===== config.mk =====
export PLATFORM = sky130hd
export DESIGN_NAME = operand_buffer_loader
export DESIGN_NICKNAME = d
export VERILOG_FILES = /design/src/rtl/accel_pkg.sv /design/src/rtl/operand_buffer_ram.sv /design/src/rtl/operand_buffer_loader.sv
export SDC_FILE = /design/constraint.sdc
export NUM_CORES = 2
export LEC_CHECK = 0
export CAP_MARGIN = 20
export CORE_UTILIZATION = 45
export DETAILED_ROUTE_END_ITERATION = 7
export HOLD_SLACK_MARGIN = 0.05
export PLACE_DENSITY = 0.72
export SLEW_MARGIN = 20
export SYNTH_ARGS = -nofsm -noshare
export SYNTH_HDL_FRONTEND = slang
export SYNTH_SLANG_ARGS = --single-unit

===== constraint.sdc =====
create_clock -name clk -period 8.49 [get_ports clk]
set_input_delay 0.849 -clock clk [delete_from_list [all_inputs] [get_ports clk]]
set_output_delay 0.849 -clock clk [all_outputs]
set_load 0.01 [all_outputs]

===== src/rtl/accel_pkg.sv =====
// Shared accelerator definitions: buffer geometry, loader states
// and per-layer MAC counts used by the control FSM.
package accel_pkg;

    localparam int ACC_ADDR_W    = 16;
    localparam int ACC_DATA_W    = 16;
    localparam int ACC_BUF_DEPTH = 256;

    localparam int unsigned L0_MACS = 32'd200704;
    localparam int unsigned L1_MACS = 32'd524288;
    localparam int unsigned L2_MACS = 32'd65536;

    typedef enum logic [1:0] {
        ST_IDLE,
        ST_ISSUE,
        ST_WAIT,
        ST_FULL
    } loader_state_e;

    function automatic int unsigned clamp_len(
        input int unsigned len,
        input int unsigned depth
    );
        return (len > depth) ? depth : len;
    endfunction

endpackage


===== src/rtl/operand_buffer_ram.sv =====
// Simple dual-port operand storage: one write port and a
// registered, read-first read port.
module operand_buffer_ram #(
    parameter int DEPTH  = 256,
    parameter int DATA_W = 16
) (
    input  logic                     clk,
    input  logic                     rst,
    input  logic                     we,
    input  logic [$clog2(DEPTH)-1:0] waddr,
    input  logic [DATA_W-1:0]        wdata,
    input  logic [$clog2(DEPTH)-1:0] raddr,
    output logic [DATA_W-1:0]        rdata
);

    logic [DATA_W-1:0] mem [DEPTH];

    always_ff @(posedge clk) begin
        if (we) begin
            mem[waddr] <= wdata;
        end
    end

    // Same-cycle read of the entry being written sees the old word.
    always_ff @(posedge clk) begin
        if (rst) begin
            rdata <= '0;
        end else begin
            rdata <= mem[raddr];
        end
    end

endmodule


===== src/rtl/operand_buffer_loader.sv =====
// Fills the local operand buffer from on-chip memory with up to
// MAX_OUT reads in flight, then holds it until the consumer releases it.
module operand_buffer_loader
    import accel_pkg::*;
#(
    parameter int ADDR_W  = ACC_ADDR_W,
    parameter int DATA_W  = ACC_DATA_W,
    parameter int DEPTH   = ACC_BUF_DEPTH,
    parameter int MAX_OUT = 4
) (
    input  logic                     clk,
    input  logic                     rst,
    input  logic                     load_req,
    input  logic [ADDR_W-1:0]        base_addr,
    input  logic [$clog2(DEPTH):0]   load_len,
    output logic                     busy,
    output logic                     buf_full,
    input  logic                     buf_release,
    output logic                     mem_rd_en,
    output logic [ADDR_W-1:0]        mem_addr,
    input  logic                     mem_gnt,
    input  logic                     mem_rd_valid,
    input  logic [DATA_W-1:0]        mem_rd_data,
    input  logic [$clog2(DEPTH)-1:0] buf_rd_addr,
    output logic [DATA_W-1:0]        buf_rd_data,
    output logic [$clog2(DEPTH):0]   fill_count
);

    localparam int AW = $clog2(DEPTH);
    localparam int LW = AW + 1;
    localparam int OW = $clog2(MAX_OUT + 1);

    loader_state_e     state;
    logic [ADDR_W-1:0] base_q;
    logic [LW-1:0]     len_q;
    logic [LW-1:0]     issued;
    logic [LW-1:0]     written;
    logic [OW-1:0]     outstanding;

    logic          active;
    logic          fire;
    logic          resp_ok;
    logic          start;
    logic [LW-1:0] req_len;
    logic [LW-1:0] issued_nx;
    logic [LW-1:0] written_nx;

    assign active = (state == ST_ISSUE) || (state == ST_WAIT);
    assign busy = active;
    assign buf_full = (state == ST_FULL);
    assign fill_count = written;

    assign mem_rd_en = (state == ST_ISSUE)
                    && (issued < len_q)
                    && (outstanding < OW'(MAX_OUT));
    assign mem_addr = base_q + ADDR_W'(issued);

    assign fire = mem_rd_en & mem_gnt;
    // Stray or post-abort responses are dropped when nothing is in flight.
    assign resp_ok = active && mem_rd_valid && (outstanding != '0);

    assign issued_nx = issued + LW'(fire);
    assign written_nx = written + LW'(resp_ok);

    assign req_len = LW'(clamp_len(32'(load_len), DEPTH));
    assign start = load_req && (load_len != '0)
                && ((state == ST_IDLE)
                 || ((state == ST_FULL) && buf_release));

    always_ff @(posedge clk) begin
        if (rst) begin
            state       <= ST_IDLE;
            base_q      <= '0;
            len_q       <= '0;
            issued      <= '0;
            written     <= '0;
            outstanding <= '0;
        end else begin
            if (active) begin
                issued      <= issued_nx;
                written     <= written_nx;
                outstanding <= outstanding + OW'(fire) - OW'(resp_ok);
            end

            unique case (state)
                ST_IDLE: begin
                    if (start) state <= ST_ISSUE;
                end
                ST_ISSUE: begin
                    if (written_nx == len_q) state <= ST_FULL;
                    else if (issued_nx == len_q) state <= ST_WAIT;
                end
                ST_WAIT: begin
                    if (written_nx == len_q) state <= ST_FULL;
                end
                ST_FULL: begin
                    if (start) state <= ST_ISSUE;
                    else if (buf_release) state <= ST_IDLE;
                end
                default: state <= ST_IDLE;
            endcase

            if (start) begin
                base_q      <= base_addr;
                len_q       <= req_len;
                issued      <= '0;
                written     <= '0;
                outstanding <= '0;
            end
        end
    end

    operand_buffer_ram #(
        .DEPTH  (DEPTH),
        .DATA_W (DATA_W)
    ) u_ram (
        .clk   (clk),
        .rst   (rst),
        .we    (resp_ok),
        .waddr (written[AW-1:0]),
        .wdata (mem_rd_data),
        .raddr (buf_rd_addr),
        .rdata (buf_rd_data)
    );

endmodule


==> results.tsv <==
metric	value	unit
nNetsFinal	7614	
crit_path_top_delay_cell	o41ai_1	
synth_commonest_cells	edfxtp_1 (4096), mux4_2 (1092), nor2_1 (339)	
cp_max_fo	9	
seqCellArea	124000	µm²
synth-simple-area-share	1.71	%
max-clock-path-buffers	4	
finClkSkew	0.0711	ns
place_ws	3.27	ns
slowest_delay	0.67	ns
holdWs	0.311	ns
stdcell_count	12600	
cp.arrival	4.19	ns
grt_max_degree	158	
die_area	356000	µm²
drt-pass1-iter-count	8	
synth_most_common_cell	edfxtp_1	
syn_inst	7049	
worst-setup-path-type	register to primary output	
grt_pass1_wl	571000	µm
synth_edf_count	4096	
setup_viol	0	
initial_core_util	45.2	%
ir_drop	0.000180	V
seq_area_frac_synth	78.0	%
rsz0062_at_grt	false	
fin_util	51.2	%
muxShareOfSynthArea	16.2	%
postLayoutSetupSlackWorst	3.45	ns
hold_viol	0	
final.setup.tns	0	ns
final_area	180000	µm²
wl_per_cell	31.8	µm
dp_hpwl	232000	µm
vias	77587	
grt_use_total	22.3	%
wl_met2	191000	µm
path_clk_slew	0.06	ns
place.port_buffers	98	
critPathLaunchType	register	
slew_headroom	20.1	%
met1Wirelength	147000	µm
synth_top_cell_area_share	77.2	%
synth_top_family_by_area	multiplexers	
synthArstFlopShare	0	%
grt_antenna_before_repair	18	
cts_hold_buf	0	
synth-compound-area-share	2.37	%
ant_nets	0	
placed_area	168000	µm²
synth_xor_area_share	0.270	%
status	completed	
multiInputGateArea	33200	µm²
num-fill-cells	26726	
period_share	59.3	%
placed_cells	11850	
io_pins	99	
holdCritPathClass	primary input to register	
area_delta_synth_final	13.2	%
crit_required	7.64	ns
grt_pass1_vias	78008	
core	352000	µm²
wirelength	401000	µm
total_power	42.1	mW
finalCriticalPeriod	5.04	ns
p_per_area	233	nW/µm²
finalMaxSlewViolations	0	
endpoint_kind	primary output	
highest_layer	met5	
yosys.area.top_type	edfxtp_1	
clockRootBuffer	clkbuf_16	
h-tree-depth	5	
drc_errors	0	
tightest_slew	1.20	ns
synth_nets	7134	
crit_chain	ha_1 -> a21o_1 -> a21oi_1 -> o21ai_0 -> o41ai_1 -> o21bai_1 -> nand4_1 -> xnor2_1 -> clkdlybuf4s50_1	
power_leakage	55.9	nW
dr.first_iter.drc_count	10933	
synth_area	159000	µm²
cts_made_buffers	405	
fmax	199	MHz
synth-warning-count	0	
fp.dieW	597	µm
overflow	0	
yosysUniqueCellTypes	64	
clk_latency	0.99	ns
cts_tree	yes	
synthFlopType	edfxtp_1	
drive_gt1_share	26.7	%
wl_met3	45000	µm
place_congestion	0.861	
drv_cap	0	
die_h	597	µm
post_cts_buffers	0	
avgSynthCellArea	22.6	µm²
synth_fa_ha_area_share	0.245	%
vias_per_cell	6.16	
cts_resized	0	
num_rows	218	
synth-seq-cells	4160	
synthTopCellsByArea	edfxtp_1 (77%), mux4_2 (15%), dfxtp_1 (0.80%)	
cts.sinks	4160	
critical path, delay by kind of cell, from the launching register on:
family | cells | cell delay, ns
AO/OA/AOI/OAI | 5 | 1.55
buffers and inverters | 1 | 0.56
flip-flops | 1 | 0.49
adder cells (fa/ha/maj) | 1 | 0.30
AND/OR/NAND/NOR | 1 | 0.18
XOR/XNOR | 1 | 0.14
flip-flops by register name (all words and copies together), names as in the netlist:
register / flops
outstanding: 3
u_ram.mem: 4096
base_q: 16
fill_count: 9
len_q: 9
issued: 9
u_ram.rdata: 16
state: 2
per-layer routing:
layer,vias up,GRT usage [%]
met5,-,0
met4,6,9.10
met3,726,5.45
met2,4734,35.3
met1,41201,29.8
li1,30920,-
cell type report:
type	instances	share of cell area, %
sequential	4160	68.9
clock inverter	209	1.02
clock buffer	529	5.98
tap	4730	3.28
timing repair buffer	471	2.31
multi-input combinational	2467	18.4
inverter	24	0.0500
antenna	10	0.0139
path summary, 6_finish.rpt:
check | from | slack, ns | depth (start not counted) | to
worst min register to register | base_q[4] | 0.47 | 2 | base_q[4]
worst max register to register | len_q[1] | 3.88 | 16 | state[0]
worst max-delay path | issued[1] | 3.45 | 9 | mem_addr[13]
worst min-delay path | mem_rd_data[14] | 0.31 | 1 | u_ram.mem[228][14]
logic make-up (layout without fill, tap and decap cells):
| family | Yosys count | in the layout |
|---|---|---|
| adder cells (fa/ha/maj) | 30 | 30 |
| other | 0 | 10 |
| AND/OR/NAND/NOR | 627 | 627 |
| flip-flops | 4160 | 4160 |
| XOR/XNOR | 49 | 49 |
| buffers and inverters | 422 | 1233 |
| multiplexers | 1202 | 1202 |
| AO/OA/AOI/OAI | 559 | 559 |
layout by cell type (no fill, tap or decap), types with 95 or more instances in the layout:
cell type	netlist	final
a21oi_1	95	95
a22oi_1	150	150
buf_4	22	350
clkbuf_1	209	110
clkbuf_16	0	409
clkinv_1	0	95
edfxtp_1	4096	4096
mux4_2	1092	1092
nand2_1	135	128
nor2_1	339	326
o22ai_1	111	110
power by group:
part           total, mW  switching, mW  internal, mW  leakage (nW)
logic               2.19           1.39         0.805          12.4
clock network       17.2           7.56          9.66          6.15
registers           22.7         0.0631          22.6          37.3
total               42.1           9.02          33.1          55.9
(Power assumes the default switching activity.)
